==> src/rtl/muldiv_unit.sv <==
// Iterative shift-add multiplier / restoring divider with a register-file writeback handshake.
// Optional two's-complement support is enabled by defining MULDIV_SIGNED_EN (adds op_signed port).
module muldiv_unit #(
   parameter int WIDTH  = 16,
   parameter int ADDR_W = 4
) (
   input  logic              clk,
   input  logic              reset,
   input  logic              start,
   input  logic [1:0]        op,
   input  logic [WIDTH-1:0]  operand_a,
   input  logic [WIDTH-1:0]  operand_b,
   input  logic [ADDR_W-1:0] dest,
`ifdef MULDIV_SIGNED_EN
   input  logic              op_signed,
`endif
   output logic              busy,
   output logic              wb_req,
   input  logic              wb_grant,
   output logic [ADDR_W-1:0] wb_dest,
   output logic [WIDTH-1:0]  wb_data
);

   localparam int CW = $clog2(WIDTH);

   typedef enum logic [1:0] {IDLE, CALC, WB} state_t;

   state_t              state_q, state_d;
   logic [1:0]          op_q, op_d;
   logic [ADDR_W-1:0]   dest_q, dest_d;
   logic [CW-1:0]       cnt_q, cnt_d;
   logic [WIDTH-1:0]    mcand_q, mcand_d;
   logic [WIDTH-1:0]    hi_q, hi_d;
   logic [WIDTH-1:0]    lo_q, lo_d;
   logic [WIDTH-1:0]    rem_q, rem_d;
   logic                neg_q, neg_d;
   logic                busy_q, busy_d;
   logic                wb_req_q, wb_req_d;
   logic [ADDR_W-1:0]   wb_dest_q, wb_dest_d;
   logic [WIDTH-1:0]    wb_data_q, wb_data_d;

   logic                sgn, a_neg, b_neg;
   logic [WIDTH-1:0]    a_mag, b_mag;
   logic [WIDTH:0]      mul_sum;
   logic [WIDTH-1:0]    mul_hi, mul_lo;
   logic [WIDTH:0]      rem_sh;
   logic                div_ge;
   logic [WIDTH-1:0]    div_rem, div_lo;
   logic [2*WIDTH-1:0]  prod;
   logic [WIDTH-1:0]    quo, rmd, result;

`ifdef MULDIV_SIGNED_EN
   assign sgn = op_signed;
`else
   assign sgn = 1'b0;
`endif

   always_comb begin
      // Datapath works on magnitudes; the sign is reapplied as the result is registered.
      a_neg = sgn & operand_a[WIDTH-1];
      b_neg = sgn & operand_b[WIDTH-1];
      a_mag = a_neg ? (~operand_a + WIDTH'(1)) : operand_a;
      b_mag = b_neg ? (~operand_b + WIDTH'(1)) : operand_b;

      mul_sum = {1'b0, hi_q} + (lo_q[0] ? {1'b0, mcand_q} : '0);
      mul_hi  = mul_sum[WIDTH:1];
      mul_lo  = {mul_sum[0], lo_q[WIDTH-1:1]};

      // WIDTH+1-bit trial remainder; a failed trial leaves it below the divisor.
      rem_sh  = {rem_q, lo_q[WIDTH-1]};
      div_ge  = (rem_sh >= {1'b0, mcand_q});
      div_rem = div_ge ? WIDTH'(rem_sh - {1'b0, mcand_q}) : rem_sh[WIDTH-1:0];
      div_lo  = {lo_q[WIDTH-2:0], div_ge};

      prod = neg_q ? (~{mul_hi, mul_lo} + (2*WIDTH)'(1)) : {mul_hi, mul_lo};
      quo  = neg_q ? (~div_lo + WIDTH'(1)) : div_lo;
      rmd  = neg_q ? (~div_rem + WIDTH'(1)) : div_rem;
      unique case (op_q)
         2'b00:   result = prod[WIDTH-1:0];
         2'b01:   result = prod[2*WIDTH-1:WIDTH];
         2'b10:   result = quo;
         default: result = rmd;
      endcase

      state_d   = state_q;
      op_d      = op_q;
      dest_d    = dest_q;
      cnt_d     = cnt_q;
      mcand_d   = mcand_q;
      hi_d      = hi_q;
      lo_d      = lo_q;
      rem_d     = rem_q;
      neg_d     = neg_q;
      wb_dest_d = wb_dest_q;
      wb_data_d = wb_data_q;

      case (state_q)
         IDLE: if (start) begin
            op_d   = op;
            dest_d = dest;
            neg_d  = (op == 2'b11) ? a_neg : (a_neg ^ b_neg);
            if (op[1] && operand_b == '0) begin
               state_d   = WB;
               wb_dest_d = dest;
               wb_data_d = op[0] ? operand_a : '1;
            end else begin
               state_d = CALC;
               cnt_d   = CW'(WIDTH-1);
               mcand_d = op[1] ? b_mag : a_mag;
               lo_d    = op[1] ? a_mag : b_mag;
               hi_d    = '0;
               rem_d   = '0;
            end
         end
         CALC: begin
            cnt_d = cnt_q - CW'(1);
            if (op_q[1]) begin
               rem_d = div_rem;
               lo_d  = div_lo;
            end else begin
               hi_d = mul_hi;
               lo_d = mul_lo;
            end
            if (cnt_q == '0) begin
               state_d   = WB;
               wb_data_d = result;
               wb_dest_d = dest_q;
            end
         end
         WB: if (wb_grant) state_d = IDLE;
         default: state_d = IDLE;
      endcase

      busy_d   = (state_d != IDLE);
      wb_req_d = (state_d == WB);
   end

   always_ff @(posedge clk or posedge reset) begin
      if (reset) begin
         state_q   <= IDLE;
         op_q      <= '0;
         dest_q    <= '0;
         cnt_q     <= '0;
         mcand_q   <= '0;
         hi_q      <= '0;
         lo_q      <= '0;
         rem_q     <= '0;
         neg_q     <= 1'b0;
         busy_q    <= 1'b0;
         wb_req_q  <= 1'b0;
         wb_dest_q <= '0;
         wb_data_q <= '0;
      end else begin
         state_q   <= state_d;
         op_q      <= op_d;
         dest_q    <= dest_d;
         cnt_q     <= cnt_d;
         mcand_q   <= mcand_d;
         hi_q      <= hi_d;
         lo_q      <= lo_d;
         rem_q     <= rem_d;
         neg_q     <= neg_d;
         busy_q    <= busy_d;
         wb_req_q  <= wb_req_d;
         wb_dest_q <= wb_dest_d;
         wb_data_q <= wb_data_d;
      end
   end

   assign busy    = busy_q;
   assign wb_req  = wb_req_q;
   assign wb_dest = wb_dest_q;
   assign wb_data = wb_data_q;

endmodule

==> config.mk <==
export PLATFORM = sky130hd
export DESIGN_NAME = muldiv_unit
export DESIGN_NICKNAME = d
export VERILOG_FILES = /design/src/rtl/muldiv_unit.sv
export SDC_FILE = /design/constraint.sdc
export NUM_CORES = 1
export LEC_CHECK = 0
export CORE_MARGIN = 2
export CORE_UTILIZATION = 55
export CTS_BUF_LIST = sky130_fd_sc_hd__clkbuf_8
export CTS_CLUSTER_DIAMETER = 200
export CTS_CLUSTER_SIZE = 12
export DETAILED_ROUTE_END_ITERATION = 16
export PLACE_DENSITY = 0.77
export SLEW_MARGIN = 20
export SYNTH_ARGS = -nofsm -noshare
export SYNTH_HDL_FRONTEND = slang
export SYNTH_SLANG_ARGS = --single-unit
==> constraint.sdc <==
create_clock -name clk -period 4.6 [get_ports clk]
set_clock_uncertainty 0.1 [all_clocks]
set_input_delay 0.92 -clock clk [delete_from_list [all_inputs] [get_ports clk]]
set_output_delay 0.92 -clock clk [all_outputs]
set_load 0.05 [all_outputs]
* Word level (Yosys, flattened, before mapping) *
Cells that the tools add are included.

cells by class
  add/sub/neg operators = 3
  magnitude comparators = 1
  eq/ne operators = 11
  mux-type cells = 32
  bitwise operators = 1
  reduce and logical (&&, ||, !) cells = 13

operators by type and width
  operator             count
  $mux 16              15
  $pmux 16 s2          4
  $pmux 16 s3          1
  $mux 4               5
  $add 16x16->17       1
  $ge 17x16->1         1
  $logic_not 16->1     1
  $pmux 4 s2           2
  $sub 16x16->16       1
  $ne 2x2->1 const B   6
  $reduce_and 4->1     3
  $mux 2               4
  $eq 2x2->1 const B   3
  $pmux 2 s3           1
  $reduce_and 3->1     2
  $eq 2x1->1 const B   2
  $logic_not 2->1      2
  $logic_not 4->1      1
  $reduce_bool 2->1    2
  $sub 4x1->4 const B  1
  $reduce_and 2->1     1
  $logic_and 1x1->1    1
  $not 1->1            1

storage, ports and cells
  flip-flop bits (word level) = 98
  output and inout port bits = 22
  logic and storage cells = 73

* Depth between registers and ports, before layout *
  word-level depth = 6
  gate-level depth with buffers = 12

* Worst setup path before layout *
Ideal clock, no wire load.

  kind = reg-to-reg
  from = register lo_q[0]
  to = register wb_data_q[13], in the netlist wb_data[13]
  setup time = 0.092 ns
  arrival = 2.617 ns
  path slack = 1.791 ns
  cell stages (with the launch flop) = 13
  path buffers = 2
  clock period less this slack = 2.809 ns
  cells stage by stage = dfrtp_1 > clkbuf_1 > clkbuf_1 > and2_1 > ha_1 > fa_1 > a211oi_1 > o21a_1 > o2111ai_2 > and3_4 > o21ai_0 > a31oi_1 > o31ai_2

on the way
  longest elaborated chain between the ends = 5

ends and longest elaborated chain
  element                   RTL line  text
  start: declaration        34        logic [WIDTH-1:0] lo_q, lo_d;
  start signal: assignment  160       lo_q <= lo_d;
  $mux 16                   65        mul_sum = {1'b0, hi_q} + (lo_q[0] ? {1'b0, mcand_q} : '0);
  $add 16x16->17            65
  $pmux 16 s3               78        unique case (op_q)
  $mux 16                   124       if (cnt_q == '0) begin
  $pmux 16 s2               97        case (state_q)
  end signal: assignment    166       wb_data_q <= wb_data_d;
  end: declaration          40        logic [WIDTH-1:0] wb_data_q, wb_data_d;

No other way between the ends. The select of a mux whose other input is x is not followed.
A chain may end at the register's enable or synchronous reset.

* Final worst setup path *
  from = register lo_q[0]
  to = register wb_data_q[7], in the netlist wb_data[7]

Same word-level chain as after synthesis.

==> reports/results.ini <==
[outcome]
outcome=completed

[synth]
ys_ff_latch=98
synth_flop_cell=dfrtp_1
synth_edf_count=0
yosys-top-cells-area=dfrtp_1, mux2i_1, ha_1, o21ai_0, nand2_1
synthArstFlopShare=1.00
yosys.area.top_type_share=0.349
synth_area_per_cell_sq_um=9.00
yosys_warnings=0
synth_largest_area_cell=dfrtp_1
yosysUniqueCellTypes=77
netlist_area_sq_um=7040
syn_nets=859
synthCells=782
yosysSeqAreaShare=0.349

[drt]
vias=6481
routedWlPerCell_um=21.0
via_per_inst=6.49
drtAntennaViolNets=0
routed_wl_um=21000
first_pass_iters=5
dr.first_iter.drc_count=760
drc=0

[clocking]
worstSkewPairLatency_ns=0.39
clockBufferDepth=2
cts_setup_buffers=0
holdBufCountCts=0
clock-root-buffer=clkbuf_8
cts-buffers-inserted=9
cts_sinks=98
path_clk_slew_ns=0.11
cts.htree.levels=3
cts-resized-gates=0
cts_tree=yes

[pwr]
internal_power_mw=3.05
pwr-share-clk=0.085
power.switching_mw=3.33
power_mw=6.37
p_comb_frac=0.648
ir_drop_mv=0.496
power.share.sequential=0.266
p_leak_nw=3.45
power.density_nw_per_um2=803
swShare=0.522

[global_route]
grt_max_degree=85
antenna_found_initial=0
grt_util_all_layers=0.313
grt_pass1_wl_um=32700
grt_pass1_vias=5981
overflow=0

[sta]
whs_ns=0.404
timing.fmax_mhz=293
tightest_slew_ns=1.14
hold_viol=0
final_max_slew_viol_count=0
slew_headroom=0.241
rsz0062_at_grt=no
tns_ns=0
min_period_over_period=0.741
setup_viol=0
fin_crit_ns=3.41

[die]
fp.dieH_um=117
die_area_sq_um=13700
die_w_um=117
fp-row-count=41
core_area_sq_um=12600
io_pins=64
initial_core_util=0.560

[cells_and_area]
multi_input_area_sq_um=4250
fillers=1071
drive_gt1_frac=0.0931
nets=899
fin_util=0.631
final_cells=999
syn_to_final_growth_pct=12.8
antenna_cells=0
register_area_sq_um=2450

[critical_path]
r2r_slack_ns=1.19
crit_required_ns=4.78
path_max_fanout=19
crit_path_top_delay_cell=dfrtp_1
crit_type=flop to flop
start_kind=flop
cp.arrival_ns=3.59
rr_endpoint=wb_data[7]
end_kind=flop
cp_slowest_stage_delay_ns=0.65
reg2reg_from=lo_q[0]
crit_family=compound AO/OA/AOI/OAI gates
critPathBufInv=0
ff2ff_path_depth=10
path_cells=and2_1, ha_1, fa_1, a211oi_1, o21ai_0, a21oi_1, xnor2_1, mux2i_1, o221ai_1, o21bai_1

[placed_design]
place_hpwl_um=16000
gp_congestion=0.951
post-place-cells=983
port_buffers=63

[hold_path]
min_from=hi_q[15]
holdPathEnd=hi_q[15]
hp-class=flop to flop
holdPathStages=2

[job]
maxCapViolations=0

[power groups by stage]
| stage | logic, mW | registers, mW | clock network, mW |
|---|---|---|---|
| floorplan | 2.89 | 1.75 | 0 |
| global placement | 3.94 | 1.68 | 0 |
| detailed placement | 4.04 | 1.69 | 0 |
| CTS | 4.06 | 1.68 | 0.541 |
| global route | 4.43 | 1.73 | 0.575 |
| finish | 4.13 | 1.70 | 0.544 |
[flip-flops by register name, indices dropped and copies added (netlist names)]
register,count
dest_q,4
wb_data,16
rem_q,16
wb_req,1
lo_q,16
op_q,2
hi_q,16
state_q,2
wb_dest,4
cnt_q,4
mcand_q,16
busy,1
[layer usage]
metal | vias up | global-route usage | part of all wire
met3 | 47 | 0.0639 | 0.078
li1 | 2963 | - | -
met4 | 0 | 0.0996 | 0.033
met2 | 304 | 0.520 | 0.48
met5 | - | 0 | 0
met1 | 3167 | 0.415 | 0.41
[through the flow]
stage                     setup WS [ns]  instance area (sq um)
after floorplan                    1.02                   7040
after global placement             1.04                   7750
after detailed placement           1.01                   7750
after CTS                          1.30                   7930
after global routing              0.909                   7930
final                              1.19                   7930
[how the worst max path moves through the flow]
stage,slack [ns],cells past startpoint,start,to
after floorplan,1.02,1,reset,busy
after global placement,1.04,8,operand_b[14],wb_data[14]
after detailed placement,1.01,8,operand_b[6],wb_data[14]
after CTS,1.30,9,lo_q[0],wb_data[12]
after global routing,0.91,9,lo_q[0],wb_data[12]
final,1.19,10,lo_q[0],wb_data[7]
[final cells by class]
class                   count  share of cell area
clock buffers              10              0.0174
clock inverters             6             0.00521
inverters                  35              0.0172
multi-input cells         605               0.536
flip-flops and latches     98               0.309
well taps                 172              0.0271
repair buffers             73              0.0883
[kinds of logic (layout without fill, tap and decap cells)]
family	Yosys count	in the layout	synth area share
muxes	62	62	0.0916
AOI/OAI and AO/OA	263	263	0.259
buffers and inverters	79	124	0.0489
adders and majority gates	35	35	0.0644
DFF	98	98	0.349
xor gates and xnor gates	24	24	0.0299
and+or+nand+nor	221	221	0.157
[Yosys cell counts (5+ instances only)]
| cell | count |
|---|---|
| dfrtp_1 | 98 |
| nand2_1 | 70 |
| o21ai_0 | 64 |
| a21oi_1 | 47 |
| mux2i_1 | 43 |
| nor2_1 | 43 |
| inv_1 | 35 |
| ha_1 | 33 |
| clkbuf_1 | 28 |
| a211oi_1 | 21 |
| a22o_1 | 20 |
| nor3_1 | 20 |
| and2_1 | 19 |
| mux2_2 | 19 |
| nor2b_1 | 18 |
| xnor2_1 | 16 |
| a21o_1 | 14 |
| a31oi_1 | 13 |
| nand3_1 | 13 |
| o21ai_1 | 9 |
| buf_2 | 8 |
| xor2_1 | 8 |
| nor4_1 | 6 |
| o221ai_1 | 6 |
| a211oi_2 | 5 |
| a311oi_1 | 5 |
| nand4_1 | 5 |
| o211ai_1 | 5 |
[tightest hold or removal path, cell delays in order (launching register included)]
cell	delay, ns
dfrtp_1	0.37
nand2_1	0.05
nand2_1	0.05
[placed cells by master (no fill, tap or decap), drive strengths merged, types with 4 or more instances in the layout]
cell / n
a211o: 4
a211oi: 26
a21boi: 4
a21o: 14
a21oi: 47
a22o: 20
a311oi: 5
a31oi: 14
and2: 19
and3: 5
buf: 11
clkbuf: 10
clkdlybuf4s50: 62
dfrtp: 98
ha: 33
inv: 37
mux2: 19
mux2i: 43
nand2: 72
nand2b: 4
nand3: 13
nand4: 5
nor2: 44
nor2b: 18
nor3: 21
nor4: 7
o2111ai: 4
o211a: 4
o211ai: 5
o21a: 4
o21ai: 76
o221ai: 6
o31ai: 6
o41ai: 4
or3: 4
xnor2: 16
xor2: 8
No activity file was read; power rests on OpenSTA's default activity.
